$ cat config.mk
export PLATFORM = sky130hd
export DESIGN_NAME = fifo_rd_stream
export DESIGN_NICKNAME = d
export VERILOG_FILES = /design/src/rtl/fifo_rd_stream.sv
export SDC_FILE = /design/constraint.sdc
export NUM_CORES = 1
export LEC_CHECK = 0
export CORE_MARGIN = 3
export CORE_UTILIZATION = 55
export CTS_CLUSTER_DIAMETER = 80
export DETAILED_ROUTE_END_ITERATION = 12
export PLACE_DENSITY = 0.79
export SYNTH_ARGS = -nofsm -noshare
export SYNTH_HDL_FRONTEND = slang
export SYNTH_SLANG_ARGS = --single-unit
$ cat constraint.sdc
create_clock -name rclk -period 4.5 [get_ports rclk]
set_input_delay 0.9 -clock rclk [delete_from_list [all_inputs] [get_ports rclk]]
set_output_delay 0.9 -clock rclk [all_outputs]
set_load 0.03 [all_outputs]
$ cat src/rtl/fifo_rd_stream.sv
// Drains a FIFO read port into a valid/ready packet stream through a 2-entry skid buffer.
// Packets are PKTLEN words; enable only gates the start of a new packet.
module fifo_rd_stream #(
    parameter int DATASIZE = 8,
    parameter int PKTLEN   = 16
) (
    input  logic                rclk,
    input  logic                rrst,
    input  logic                rempty,
    input  logic [DATASIZE-1:0] rdata,
    output logic                rinc,
    input  logic                enable,
    output logic                m_valid,
    output logic [DATASIZE-1:0] m_data,
    output logic                m_last,
    input  logic                m_ready,
    output logic [15:0]         pkt_count,
    output logic                busy
);

    localparam logic [1:0]  OCC_EMPTY = 2'd0;
    localparam logic [1:0]  OCC_ONE   = 2'd1;
    localparam logic [1:0]  OCC_TWO   = 2'd2;
    localparam logic [15:0] LAST_IDX  = 16'(PKTLEN - 1);

    logic [1:0]          occ_reg, occ_next;
    logic [DATASIZE-1:0] head_reg, head_next;
    logic [DATASIZE-1:0] tail_reg, tail_next;
    logic [15:0]         pcnt_reg, pcnt_next;
    logic [15:0]         ocnt_reg, ocnt_next;
    logic [15:0]         pkt_count_reg, pkt_count_next;

    logic rd_ok;
    logic handshake;

    // rinc is masked by rrst so no pop is requested while the block is held in reset.
    always_comb begin
        rd_ok     = enable || (pcnt_reg != 16'd0);
        rinc      = rrst && rd_ok && !rempty && (occ_reg != OCC_TWO);
        m_valid   = (occ_reg != OCC_EMPTY);
        m_data    = head_reg;
        m_last    = m_valid && (ocnt_reg == LAST_IDX);
        handshake = m_valid && m_ready;
        busy      = m_valid || (pcnt_reg != 16'd0);
        pkt_count = pkt_count_reg;
    end

    // head_reg is always the oldest word; rdata is only captured when rinc is high.
    always_comb begin
        occ_next  = occ_reg;
        head_next = head_reg;
        tail_next = tail_reg;
        case (occ_reg)
            OCC_EMPTY: begin
                if (rinc) begin
                    head_next = rdata;
                    occ_next  = OCC_ONE;
                end
            end
            OCC_ONE: begin
                case ({rinc, handshake})
                    2'b10: begin
                        tail_next = rdata;
                        occ_next  = OCC_TWO;
                    end
                    2'b01: occ_next = OCC_EMPTY;
                    2'b11: head_next = rdata;
                    default: ;
                endcase
            end
            OCC_TWO: begin
                if (handshake) begin
                    head_next = tail_reg;
                    occ_next  = OCC_ONE;
                end
            end
            default: occ_next = OCC_EMPTY;
        endcase
    end

    always_comb begin
        pcnt_next      = pcnt_reg;
        ocnt_next      = ocnt_reg;
        pkt_count_next = pkt_count_reg;
        if (rinc) begin
            pcnt_next = (pcnt_reg == LAST_IDX) ? 16'd0 : pcnt_reg + 16'd1;
        end
        if (handshake) begin
            ocnt_next = (ocnt_reg == LAST_IDX) ? 16'd0 : ocnt_reg + 16'd1;
            if (m_last) begin
                pkt_count_next = pkt_count_reg + 16'd1;
            end
        end
    end

    always_ff @(posedge rclk or negedge rrst) begin
        if (!rrst) begin
            occ_reg       <= OCC_EMPTY;
            head_reg      <= '0;
            tail_reg      <= '0;
            pcnt_reg      <= 16'd0;
            ocnt_reg      <= 16'd0;
            pkt_count_reg <= 16'd0;
        end else begin
            occ_reg       <= occ_next;
            head_reg      <= head_next;
            tail_reg      <= tail_next;
            pcnt_reg      <= pcnt_next;
            ocnt_reg      <= ocnt_next;
            pkt_count_reg <= pkt_count_next;
        end
    end

endmodule

# After elaboration in Yosys (flattened, before gate mapping)
# Cells that the tools add are included.
# word_totals
register_bits	66
input_bits	13
output_inout_bits	28
elab_cells	47
# op_classes
addsub	3
n_eq_ne	12
muxes	10
reduce_logical	16
# op_table
op	n
$add 16x1->16 const B	3
$eq 16x4->1 const B	2
$mux 16	2
$mux 8	3
$pmux 8 s3	1
$reduce_bool 16->1	1
$eq 2x2->1 const B	3
$ne 2x2->1 const B	3
$pmux 2 s3	1
$logic_and 1x1->1	5
$eq 2x1->1 const B	2
$mux 2	2
$pmux 2 s2	1
$reduce_and 2->1	2
$reduce_and 4->1	1
$ne 3x2->1 const B	1
$reduce_and 3->1	1
$reduce_bool 3->1	1
$logic_not 2->1	1
$logic_or 1x1->1	2
$ne 2x1->1 const B	1
$reduce_bool 2->1	1
$logic_not 1->1	1

# Longest topological paths before layout
# depth
ltp_word	8
mapped_depth	8
depth_no_buf	6

# Worst setup path before layout
# OpenSTA, ideal clock, no wires.
# synth_timing
kind	input to output
from	in rempty
to	out rinc
arrival_time_ns	1.874
slack_ns	1.726
cell_stages	4
path_buffers	1
path_cell_list	nand2b_1 > nand2b_1 > clkbuf_2 > nor2_1
# synth_between
elab_chain_cells	3
# synth_lines
element	line	source
start: declaration	9	input logic rempty,
$logic_not 1->1	39	rinc = rrst && rd_ok && !rempty && (occ_reg != OCC_TWO);
$logic_and 1x1->1 (2 in a row)	39	
end: declaration	11	output logic rinc,
# No other way between the ends.

# Final worst setup path
# layout_timing
from	in enable
to	out rinc
# layout_between
elab_chain_cells	4
# layout_lines
element	line	source
start: declaration	12	input logic enable,
$logic_or 1x1->1	38	rd_ok = enable || (pcnt_reg != 16'd0);
$logic_and 1x1->1 (3 in a row)	39	
# No other way between the ends.

==> impl_metrics.prom <==
# TYPE chip_impl_metric gauge
chip_impl_info{name="run_status",value="finished, final reports clean"} 1
chip_impl_info{name="synth.cells.most_frequent",value="sky130_fd_sc_hd__dfrtp_1 (66), sky130_fd_sc_hd__xor2_1 (22), sky130_fd_sc_hd__nand2_1 (20), sky130_fd_sc_hd__nand3_1 (18), sky130_fd_sc_hd__xnor2_1 (18)"} 1
chip_impl_info{name="synth.top_cells.by_area",value="sky130_fd_sc_hd__dfrtp_1 (52%), sky130_fd_sc_hd__xor2_1 (6.1%), sky130_fd_sc_hd__xnor2_1 (5.0%), sky130_fd_sc_hd__mux2_2 (3.2%), sky130_fd_sc_hd__nand3_1 (2.8%)"} 1
chip_impl_info{name="synth.largest_area_cell",value="sky130_fd_sc_hd__dfrtp_1"} 1
chip_impl_metric{name="nNetsFinal",unit=""} 347
chip_impl_metric{name="timing.final.crit_share",unit="%"} 81.74
chip_impl_metric{name="timing.fmax",unit="MHz"} 271.9
chip_impl_metric{name="vias_in_the_first_global_route",unit=""} 2301
chip_impl_metric{name="grt.total_usage",unit="%"} 20.63
chip_impl_metric{name="post_synth.cell_area_avg",unit="um^2"} 11.11
chip_impl_metric{name="fin_skew",unit="ns"} 0.008397
chip_impl_metric{name="synth.distinct_cells",unit=""} 43
chip_impl_metric{name="power_density",unit="nW/um^2"} 450.7
chip_impl_metric{name="avgViaCountPerCell",unit=""} 5.658
chip_impl_metric{name="io_buffers",unit=""} 40
chip_impl_metric{name="layout_setup_ws",unit="ns"} 0.8218
chip_impl_metric{name="r2r_setup_slack",unit="ns"} 2.13
chip_impl_metric{name="finalSetupViolCount",unit=""} 0
chip_impl_metric{name="synth_edf_count",unit=""} 0
chip_impl_metric{name="power.switching_fraction",unit="%"} 29.84
chip_impl_metric{name="grt_max_degree",unit=""} 67
chip_impl_metric{name="pwr-share-comb",unit="%"} 18.8
chip_impl_info{name="regToRegStartpoint",value="ocnt_reg[11]"} 1
chip_impl_metric{name="synthesis.area",unit="um^2"} 3178
chip_impl_metric{name="report.final.hold_viol_count",unit=""} 0
chip_impl_metric{name="timing.max_cap.violations",unit=""} 0
chip_impl_metric{name="synthesis.nets",unit=""} 303
chip_impl_metric{name="clkPwrFrac",unit="%"} 35.8
chip_impl_info{name="setup.worst_path.class",value="primary input to output pin"} 1
chip_impl_metric{name="finalWeightedCongestion",unit=""} 0.7958
chip_impl_info{name="min_from",value="ocnt_reg[15]"} 1
chip_impl_metric{name="first_iter_violations",unit=""} 119
chip_impl_metric{name="num_vias",unit=""} 2303
chip_impl_metric{name="ys_seq_elements",unit=""} 66
chip_impl_metric{name="fp.dieArea",unit="um^2"} 6726
chip_impl_info{name="cp-startpoint",value="enable"} 1
chip_impl_metric{name="totalNegativeSetupSlack",unit="ns"} 0
chip_impl_metric{name="initial_utilization",unit="%"} 57.36
chip_impl_info{name="tritoncts",value="built"} 1
chip_impl_metric{name="worstPathArrival",unit="ns"} 2.78
chip_impl_metric{name="num_rows",unit=""} 27
chip_impl_metric{name="route.final.wire_length",unit="um"} 6221
chip_impl_metric{name="worst_skew_pair.late_latency",unit="ns"} 0.35
chip_impl_metric{name="ioPinCount",unit=""} 41
chip_impl_info{name="synth_ff_type",value="sky130_fd_sc_hd__dfrtp_1"} 1
chip_impl_metric{name="drive_above_1_share",unit="%"} 13.13
chip_impl_metric{name="num_antenna_cells",unit=""} 0
chip_impl_info{name="yosysMostFrequentCell",value="sky130_fd_sc_hd__dfrtp_1"} 1
chip_impl_info{name="hold_path_class",value="flip-flop to flip-flop"} 1
chip_impl_metric{name="power.switching",unit="mW"} 0.5199
chip_impl_metric{name="detailed_place_hpwl",unit="um"} 4158
chip_impl_metric{name="cts_buf_count",unit=""} 9
chip_impl_info{name="rr_endpoint",value="pkt_count[1]"} 1
chip_impl_metric{name="synth-seq-area-share",unit="%"} 51.97
chip_impl_metric{name="pre_cts_slack",unit="ns"} 0.8239
chip_impl_info{name="clockRootBuffer",value="sky130_fd_sc_hd__clkbuf_8"} 1
chip_impl_metric{name="clockBufferDepth",unit=""} 2
chip_impl_metric{name="yosysTopAreaCellShare",unit="%"} 51.97
chip_impl_metric{name="timing.reg2reg.worst_path_depth",unit=""} 4
chip_impl_info{name="crit_path_end",value="rinc"} 1
chip_impl_metric{name="cts.reportedPaths.clkPinSlew",unit="ns"} 0.07
chip_impl_metric{name="synthCells",unit=""} 286
chip_impl_metric{name="area_delta_synth_final",unit="%"} 21.61
chip_impl_metric{name="tritoncts_num_sinks",unit=""} 66
chip_impl_metric{name="relSlewSlack",unit="%"} 46.55
chip_impl_metric{name="synth-async-reset-ratio",unit="%"} 100.0
chip_impl_metric{name="grt_antenna_before_repair",unit=""} 0
chip_impl_metric{name="h-tree-depth",unit=""} 3
chip_impl_metric{name="die_x",unit="um"} 82.02
chip_impl_info{name="setup_repair_after_global_routing_missed_its_margin",value="no"} 1
chip_impl_metric{name="cts_hold_buffers",unit=""} 0
chip_impl_metric{name="detail_route.wl_per_cell",unit="um"} 15.29
chip_impl_metric{name="height_of_the_die",unit="um"} 82.02
chip_impl_metric{name="tightest_slew",unit="ns"} 0.8017
chip_impl_metric{name="internal_power",unit="mW"} 1.222
chip_impl_metric{name="yosys_warnings",unit=""} 0
chip_impl_metric{name="core_region_area",unit="um^2"} 5540
chip_impl_metric{name="cp.required",unit="ns"} 3.60
chip_impl_metric{name="layout_min_cycle_time",unit="ns"} 3.678
chip_impl_metric{name="drt_pre_antenna_iters",unit=""} 4
chip_impl_metric{name="highest_net_fanout_along_the_worst_path",unit=""} 7
chip_impl_metric{name="drv_slew",unit=""} 0
chip_impl_info{name="critPathCaptureType",value="output pin"} 1
chip_impl_metric{name="post_cts.repair.setup_buffers",unit=""} 0
chip_impl_metric{name="detail-route-antenna-nets",unit=""} 0
chip_impl_metric{name="grt_pass1_wl",unit="um"} 10520
chip_impl_metric{name="cts_resized",unit=""} 0
chip_impl_metric{name="static-leakage-power",unit="nW"} 1.702
chip_impl_info{name="start_kind",value="primary input"} 1
chip_impl_metric{name="gr-total-overflow",unit=""} 0
chip_impl_metric{name="seq_power_share",unit="%"} 45.4
chip_impl_metric{name="post-route-drc-count",unit=""} 0
chip_impl_metric{name="power.ir.vdd_worst",unit="mV"} 0.2042
## worst max-delay path: stages
cell and delay (ns):
sky130_fd_sc_hd__clkdlybuf4s50_1 0.41, sky130_fd_sc_hd__nor4b_1 0.33, sky130_fd_sc_hd__and4_1 0.41, sky130_fd_sc_hd__nor2_1 0.11
sky130_fd_sc_hd__clkdlybuf4s50_1 0.61
## metrics by stage
step           area (um^2)  std cells  utilization [%]  hold WS, ns  power (mW)
6_report              3865        407            69.76       0.4745       1.742
5_1_grt               3865        407            69.76       0.4983       1.835
4_1_cts               3865        407            69.76       0.4802       1.754
3_5_place_dp          3617        391            65.29       0.4565       1.130
3_3_place_gp          3617        391            65.29       0.4582       1.116
2_1_floorplan         3178        286                -       0.4429       1.007
## power by group through the flow
stage	Sequential, mW	Clock (mW)	Combinational, mW
6_report	0.790	0.624	0.328
5_1_grt	0.807	0.661	0.367
4_1_cts	0.789	0.633	0.332
3_5_place_dp	0.801	0	0.330
3_3_place_gp	0.793	0	0.324
2_1_floorplan	0.811	0	0.196
## cell families after synthesis
family          Yosys count  synth area share (%)
simple gates            124                 22.40
flops                    66                 51.97
xor+xnor                 40                 11.02
compound gates           26                 7.087
buf+inv                  17                 2.755
mux                       9                 3.189
fa+ha+maj                 4                 1.575
## cell usage in the layout (no fill, tap or decap), types with 4 or more instances in the layout
cell type / n
sky130_fd_sc_hd__and3_1: 6
sky130_fd_sc_hd__and4_1: 4
sky130_fd_sc_hd__clkbuf_8: 9
sky130_fd_sc_hd__clkdlybuf4s50_1: 39
sky130_fd_sc_hd__dfrtp_1: 66
sky130_fd_sc_hd__ha_1: 4
sky130_fd_sc_hd__inv_1: 9
sky130_fd_sc_hd__mux2_2: 9
sky130_fd_sc_hd__nand2_1: 20
sky130_fd_sc_hd__nand3_1: 18
sky130_fd_sc_hd__nand4_1: 11
sky130_fd_sc_hd__nor2_1: 11
sky130_fd_sc_hd__nor3_1: 16
sky130_fd_sc_hd__nor4_1: 9
sky130_fd_sc_hd__o21ai_0: 4
sky130_fd_sc_hd__o221a_1: 8
sky130_fd_sc_hd__or2_2: 9
sky130_fd_sc_hd__xnor2_1: 18
sky130_fd_sc_hd__xor2_1: 22
## final cells by class
cell class / instances / area (um^2)
inverter: 9 / 33.78
clock inverter: 7 / 123.9
clock buffer: 9 / 123.9
tap: 72 / 90.09
multi-input combinational: 203 / 1439
fill: 413 / 1675
sequential: 66 / 1652
timing repair buffer: 41 / 402.9
## per-layer routing
layer	vias up	track usage, %	wire, um
met5	-	0	0
met4	0	11.13	118
met2	66	30.69	2826
met1	1103	28.16	2976
li1	1122	-	-
met3	12	4.386	299
## how the worst min path moves through the flow
stage / end / slack, ns / cells after the start
after floorplan: pcnt_reg[15] / 0.44 / 1
after global placement: pkt_count[15] / 0.46 / 1
after detailed placement: pkt_count[15] / 0.46 / 1
after CTS: pcnt_reg[15] / 0.48 / 1
after global routing: pkt_count[15] / 0.50 / 1
final: ocnt_reg[15] / 0.47 / 1
Power figures use the tool's default switching activity.
